**src/rtl/simple_rsp_fifo.sv**
```systemverilog
// simple_rsp_fifo: synchronous first-word-fall-through FIFO with occupancy count.
// Revision: 1.0
`default_nettype none

module simple_rsp_fifo #(
  parameter int DATA_W = 8,
  parameter int DEPTH  = 8,
  localparam int AW    = $clog2(DEPTH),
  localparam int CW    = AW + 1
) (
  input  logic              clk,
  input  logic              rst,
  input  logic              push,
  input  logic [DATA_W-1:0] wdata,
  input  logic              pop,
  output logic [DATA_W-1:0] rdata,
  output logic              full,
  output logic              empty,
  output logic [CW-1:0]     count
);

  logic [DATA_W-1:0] mem [DEPTH];
  logic [AW-1:0]     wptr;
  logic [AW-1:0]     rptr;
  logic              do_push;
  logic              do_pop;

  assign empty   = (count == '0);
  assign full    = (count == CW'(DEPTH));
  assign do_pop  = pop && !empty;
  // A push into a full FIFO is only legal when the same edge frees a slot.
  assign do_push = push && (!full || do_pop);
  assign rdata   = mem[rptr];

  always_ff @(posedge clk) begin
    if (do_push) begin
      mem[wptr] <= wdata;
    end
  end

  always_ff @(posedge clk) begin
    if (rst) begin
      wptr  <= '0;
      rptr  <= '0;
      count <= '0;
    end else begin
      if (do_push) begin
        wptr <= wptr + 1'b1;
      end
      if (do_pop) begin
        rptr <= rptr + 1'b1;
      end
      case ({do_push, do_pop})
        2'b10:   count <= count + 1'b1;
        2'b01:   count <= count - 1'b1;
        default: count <= count;
      endcase
    end
  end

endmodule

`default_nettype wire

```
**config.mk**
```make
export PLATFORM = sky130hd
export DESIGN_NAME = simple_rsp_fifo
export DESIGN_NICKNAME = d
export VERILOG_FILES = /design/src/rtl/simple_rsp_fifo.sv
export SDC_FILE = /design/constraint.sdc
export NUM_CORES = 1
export LEC_CHECK = 0
export CAP_MARGIN = 20
export CORE_UTILIZATION = 59
export CTS_BUF_LIST = sky130_fd_sc_hd__clkbuf_4 sky130_fd_sc_hd__clkbuf_8
export CTS_CLUSTER_SIZE = 25
export DETAILED_ROUTE_END_ITERATION = 10
export DONT_BUFFER_PORTS = 1
export PLACE_DENSITY = 0.85
export SYNTH_ARGS = -nofsm -noshare
export SYNTH_HDL_FRONTEND = slang
export SYNTH_SLANG_ARGS = --single-unit
```
**constraint.sdc**
```tcl
create_clock -name clk -period 3 [get_ports clk]
set_clock_uncertainty 0.15 [all_clocks]
set_input_delay 0.6 -clock clk [delete_from_list [all_inputs] [get_ports clk]]
set_output_delay 0.6 -clock clk [all_outputs]
set_load 0.005 [all_outputs]
```
### Word-level counts from Yosys, hierarchy flattened

Memory sizes are Yosys's and may differ from the RTL's. A register that Yosys moved wholly into a read port is not among the register bits.
Cells that the tools add are included.

* add/subtract/negate cells: 4
* eq/ne operators: 3
* muxes and demuxes: 5
* reduce and logical (&&, ||, !) cells: 7

Operators by type and width (count)
* $pmux 4 s2: 1
* $add 3x1->3 const B: 2
* $mux 3: 2
* $add 4x1->4 const B: 1
* $eq 4x4->1 const B: 1
* $logic_not 4->1: 1
* $sub 4x1->4 const B: 1
* $eq 2x1->1 const B: 1
* $eq 2x2->1 const B: 1
* $logic_and 1x1->1: 2
* $logic_not 1->1: 2
* $mux 1: 2
* $reduce_bool 2->1: 1
* $logic_or 1x1->1: 1

* register bits: 10
* bits in writable memories: 64
* bits of input ports: 12
* memories: 1

Memory list
* mem: words 8, width 8, read ports 1, clocked after Yosys merged registers in 1, write ports 1, RTL line 22 `logic [DATA_W-1:0] mem [DEPTH];`

### Logic depth before layout (Yosys ltp)

* depth after elaboration: 7
* mapped depth: 10

### Worst setup path after synthesis

No wires, ideal clock.

* path type: in2reg
* from: input port pop
* to: memory mem[0][0] (enable)
* data arrival time: 1950 ps
* slack: 517 ps
* stages on the path: 5
* cell sequence: buf_2 -> nand2b_1 -> o21ai_2 -> or2_2 -> nor3_1

* word-level cells in the longest chain between the ends: 5

Ends and longest elaborated chain
* from (decl): RTL line 15 `input logic pop,`
* $logic_and 1x1->1: RTL line 30 `assign do_pop = pop && !empty;`
* $logic_or 1x1->1: RTL line 32 `assign do_push = push && (!full || do_pop);`
* $logic_and 1x1->1: RTL line 32
* $mux 1: RTL line 36 `if (do_push) begin`
* $mux 1 (implied by the code): RTL line 37 `mem[wptr] <= wdata;`
* to (decl): RTL line 22

Every way passes these cells.

### Worst setup path in the final report

* from: register count[0]
* to: register count[3]

* word-level cells in the longest chain between the ends: 7
* elaborated cells on any way between the ends: 13
* classes of those cells: add/sub (2); eq/ne (3); mux (1); reduce/logical (7)

Ends and longest elaborated chain
* from (decl): RTL line 19 `output logic [CW-1:0] count`
* from (signal assigned): RTL line 54 `2'b10: count <= count + 1'b1;`
* from (signal assigned): RTL line 55 `2'b01: count <= count - 1'b1;`
* from (signal assigned): RTL line 56 `default: count <= count;`
* $logic_not 4->1: RTL line 28 `assign empty = (count == '0);`
* $logic_not 1->1: RTL line 30
* $logic_and 1x1->1: RTL line 30
* $logic_or 1x1->1: RTL line 32
* $logic_and 1x1->1: RTL line 32
* $eq 2x1->1 or $eq 2x2->1 (tied branches): RTL line 53 `case ({do_push, do_pop})`
* $pmux 4 s2 or $reduce_bool 2->1 (tied branches)

Parallel ways exist; a longest one is shown, timed or not.
A chain may end at the register's enable or synchronous reset.

==> results_dict.tcl <==
set metrics [dict create \
    status "finished clean" \
    p_comb_share_pct 22.7 \
    first_pass_iters 4 \
    dieArea_um2 5750 \
    dpl_cell_area_um2 3310 \
    antenna_found_initial 0 \
    final_util_pct 67.2 \
    internal_power_mw 1.92 \
    ctsHoldBuffers 0 \
    synth_flop_cell "edfxtp_1" \
    yosysTopAreaCell "edfxtp_1" \
    cellPowerDensity_nw_per_um2 752 \
    synthToLayoutAreaGrowth_pct 8.17 \
    rsz0062_at_grt "no" \
    antenna_left 0 \
    cts_tree "done" \
    crit_path_max_fanout 7 \
    fin_setup_tns_ns 0 \
    cp_top_family "simple AND/OR/NAND/NOR gates" \
    period_needed_ns 2.61 \
    hold_path_class "input pin to flip-flop" \
    clockPowerShare_pct 26.7 \
    power_frac_seq_pct 50.6 \
    drc 0 \
    grt_pass1_wl_um 8130 \
    cts-buffers-inserted 9 \
    clkSinkCount 77 \
    p_leak_nw 1.19 \
    via_per_inst 6.04 \
    hold_viol 0 \
    syn_inst 179 \
    rows 26 \
    netlist.area_leader.share_pct 59.8 \
    drtIter0Drc 94 \
    cts_resized 0 \
    pre_cts_ws_ns 0.431 \
    fmax_mhz 384 \
    drv_slew 0 \
    required_ns 3.11 \
    numPortBuffers 0 \
    io_pins 26 \
    crit_path_top_delay_cell "or3_1" \
    dp_hpwl_um 3500 \
    start_kind "flip-flop" \
    ys_seq_area_share_pct 67.9 \
    path_clk_slew_ns 0.07 \
    place.gp.congestion 0.901 \
    h-tree-depth 3 \
    power_mw 2.62 \
    worst_slew_pin_slew_ns 0.685 \
    start_util_pct 62.2 \
    grt_start_max_net_pins 17 \
    switchingPower_uw 694 \
    critPathKind "flip-flop to flip-flop" \
    nets 206 \
    ys_warn_count 0 \
    fp.coreArea_um2 5170 \
    wl_per_cell_um 20.3 \
    slowest_delay_ns 0.51 \
    synthTopCellsByArea "edfxtp_1, mux4_1, dfxtp_1, mux2_2, nor2_1" \
    dr_total_vias 1582 \
    syn_area_per_cell_um2 18.0 \
    slew_headroom_pct 54.2 \
    switching_share_pct 26.5 \
    setup_slack_ns 0.394 \
    grt-ovfl-total 0 \
    grt_pass1_vias 1592 \
    max_cap_violations 0 \
    ir_worst_vdd_uv 579 \
    fin_crit_sh_pct 86.9 \
    syn-cell-area_um2 3220 \
    synth-seq-cells 77 \
    cts-root-buf "clkbuf_8" \
    fp.dieH_um 75.8 \
    crit_top_cell "or3_1" \
    rrSetupSlack_ns 0.39 \
    fin_area_um2 3480 \
    drive_above_1_share_pct 17.2 \
    antenna_cells 0 \
    grtUsageTotal_pct 21.2 \
    fp.dieW_um 75.8 \
    cp.buffers_inverters 1 \
    syn-num-nets 196 \
    crit_arrival_ns 2.72 \
    async_flop_share_pct 0 \
    insertion_delay_ns 0.32 \
    clk_path_buf_depth 2 \
    ys_types 31 \
    synth_edf_count 64 \
    end_kind "flip-flop" \
    setup_viol 0 \
    crit_chain "or3_1 > o21ai_2 > or2_2 > inv_1 > ha_1 > a21oi_1 > nand2_1 > or3_1 > nand4_1" \
    post_cts_buffers 0 \
    wirelength_um 5330 \
]
sequential cells by signal (all words and copies together) (netlist names), named ones only:
| signal | count |
|---|---|
| count | 4 |
| mem | 64 |
| rptr | 3 |
| wptr | 3 |
logic make-up (layout without fill, tap and decap cells):
logic type,after synthesis,after routing,synth area share [%]
mux,27,27,16.8
fa+ha+maj,5,5,2.18
buf+inv,14,27,2.49
simple gates,38,38,5.72
flops,77,77,67.9
xor+xnor,6,6,1.63
compound gates,12,12,3.31
cell usage in the layout, fill, tap and decap left out, types with 4 or more instances in the layout:
cell      instances
edfxtp_1         64
clkbuf_8          9
dfxtp_1          13
inv_1             4
buf_4             9
ha_1              4
mux2_2            8
mux4_1           16
nor2_1           18
Yosys cell counts, types with 2 or more instances:
cell,number
inv_1,4
nand2_1,3
dfxtp_1,13
nand4_1,3
buf_6,3
edfxtp_1,64
clkbuf_1,2
ha_1,4
o21ai_2,2
o311a_1,2
o211ai_1,3
buf_2,4
xnor2_1,3
nand2b_1,3
xor2_1,3
mux2_2,8
nor2_1,18
or2_2,2
a21oi_1,2
or3_1,3
nor3_1,3
mux2i_1,3
mux4_1,16
area by class of cell:
class	count	area [um2]
inverter	4	15.0
clock inverter	4	41.3
multi-input combinational	88	953
fill	317	1690
clock buffer	10	131
sequential	77	2180
timing repair buffer	9	67.6
tap	70	87.6
path summary, 6_finish.rpt:
path | endpoint | start | depth (start not counted)
worst min register to register | wptr[0] | wptr[0] | 2
worst max-delay path | count[3] | count[0] | 9
worst min-delay path | rptr[0] | rst | 1
worst max register to register | count[3] | count[0] | 9
power groups by stage:
stage,Combinational (mW),Sequential [mW],Clock [mW]
after floorplan,0.561,1.30,0
after global placement,0.565,1.34,0
after detailed placement,0.598,1.35,0
after CTS,0.600,1.32,0.708
after global routing,0.646,1.34,0.751
final,0.593,1.32,0.699
metrics by stage:
| step | hold slack (ns) | std cells |
|---|---|---|
| floorplan | 0.312 | 179 |
| global placement | 0.323 | 248 |
| CTS | 0.172 | 262 |
| global route | 0.169 | 262 |
| finish | 0.189 | 262 |
| detailed placement | 0.352 | 248 |
routing by layer:
| layer | GRT usage (%) | routed length [um] |
|---|---|---|
| met4 | 6.79 | 26 |
| met3 | 6.75 | 263 |
| met1 | 24.9 | 2180 |
| met5 | 0 | 0 |
| met2 | 37.1 | 2860 |
Note: power is estimated with default switching activity, not from simulation.
==> RTL edit (same settings) <==
Make the reset (`rst`) asynchronous in one clocked block. Comments in the files are not updated.
--- a/src/rtl/simple_rsp_fifo.sv
+++ b/src/rtl/simple_rsp_fifo.sv
@@ -39,5 +39,5 @@
   end
 
-  always_ff @(posedge clk) begin
+  always_ff @(posedge clk or posedge rst) begin
     if (rst) begin
       wptr  <= '0;
Behaviour: differs if rst is asserted again (counterexample within 4 cycles, from zero or initial values and one cycle with rst high); with rst held inactive, the same outputs for 10 cycles.
==> RTL edit against the unedited design <==
Count of clock-buffer cells in the layout is the same. Cell area grew 1.2%. Synthesized area shrank 2.5%. Power grew 27%. Wire length shrank 3.4%. Setup slack lost 100 ps. Sequential cell count shrank 3. Via count shrank 4.0%. Largest power group unchanged.
==> RTL edit: results (changes against the unedited design) <==
* Hold_ws at 206 ps (was 189 ps)
* Crit path launch: rptr[0] (was count[0])
* Slew headroom at 0.498 (was 0.542)
* Detailed-route via count at 1518 (was 1582)
* GPL Wtd Cong at 0.818 (was 0.901)
* FF-to-FF End: count[3] (unchanged)
* R2r startpoint: count[0] (unchanged)
* GRT Total Usage at 0.207 (was 0.212)
* Setup violations, final at 0 (unchanged)
* Detailed-route wire length per cell at 20.2 µm (was 20.3 µm)
* Status: completed (unchanged)
* Worst min path class: primary input to register (unchanged)
* EDFF count, synth at 64 (unchanged)
* Final worst setup slack at 292 ps (was 394 ps)
* Switching share of power at 0.268 (was 0.265)
* DRT iter0 DRCs at 141 (was 94)
* Ys async rst share at 0.135 (was 0)
* Reg2reg path depth at 9 (unchanged)
* Leak Pwr at 1.27 nW (was 1.19 nW)
* Synth area leaders: edfxtp_1, mux4_1, dfrtp_1 (was edfxtp_1, mux4_1, dfxtp_1)
* Nets@finish at 197 (was 206)
* Crit-path max cell delay at 620 ps (was 510 ps)
* Mapped Nets at 182 (was 196)
* Filler cells at 327 (was 317)
* Critical path fanouts, max at 16 (was 7)
* Slowest CP cell: mux4_1 (was or3_1)
* Worst vdd rail ir drop at 645 µV (was 579 µV)
* Largest net degree at the start of global routing at 19 (was 17)
* CP Capture Point: rdata[2] (was count[3])
* Global-route wire length before repair at 7700 µm (was 8130 µm)
* Place WS at 415 ps (was 431 ps)
* Top cells by count, synth: edfxtp_1, mux4_1, dfrtp_1, mux2_2 (was edfxtp_1, nor2_1, mux4_1)
* Layout cells sized above 1 at 0.249 (was 0.172)
* WP data required at 2250 ps (was 3110 ps)
* HPWL after DPL at 3440 µm (was 3500 µm)
## RTL edit: cell types whose count changed after synthesis, sizes merged, moves of 6 or more
cell | before | now
dfxtp | 13 | 0
nor2 | 18 | 9
nand2 | 3 | 9
dfrtp | 0 | 10
## RTL edit: cell families (layout without fill, tap and decap cells)
group,after synthesis,count (layout),synth area share
flops,74,74,0.693
simple gates,31,31,0.0463
mux,29,29,0.176
buf+inv,13,33,0.0235
compound gates,7,7,0.0219
xor+xnor,6,6,0.0168
fa+ha+maj,5,5,0.0223
## RTL edit: stage by stage
step	instance area, µm²	std cells
3_5_place_dp	3250	238
2_1_floorplan	3140	165
3_3_place_gp	3250	238
5_1_grt	3520	255
4_1_cts	3520	255
6_report	3520	255
## RTL edit: how the worst min path moves through the flow
stage	startpoint	end	cells past startpoint
3_3_place_gp	rst	wptr[2]	1
5_1_grt	wdata[7]	mem[6][7]	0
2_1_floorplan	rst	count[0]	1
6_report	wdata[4]	mem[0][4]	0
3_5_place_dp	rst	wptr[1]	1
4_1_cts	wdata[0]	mem[0][0]	0
## RTL edit: metal layers
metal / GRT usage / up-vias / share of wire
met2: 0.334 / 50 / 0.51
met3: 0.0669 / 14 / 0.055
met1: 0.245 / 776 / 0.40
li1: - / 678 / -
met4: 0.124 / 0 / 0.031
met5: 0 / - / 0
## RTL edit: worst max-delay path, delay by kind of cell, from the launching register on
kind / cells / cell delay (ps)
DFF: 1 / 390
buffers and inverters: 1 / 300
muxes: 2 / 920
## RTL edit: cell type report
class,count,area (µm²),share of cell area
inverters,6,22.5,0.00640
clock inverters,6,130,0.0370
well taps,70,87.6,0.0249
multi-input cells,78,890,0.253
repair buffers,11,85.1,0.0242
clock buffers,10,131,0.0373
flip-flops and latches,74,2170,0.617
## RTL edit: power by group through the flow
stage          logic [mW]  registers, mW  clock network (mW)
2_1_floorplan       0.782           1.40                   0
3_3_place_gp        0.826           1.48                   0
3_5_place_dp        0.862           1.50                   0
4_1_cts             0.870           1.48               0.997
5_1_grt             0.941           1.50                1.03
6_report            0.856           1.48               0.981
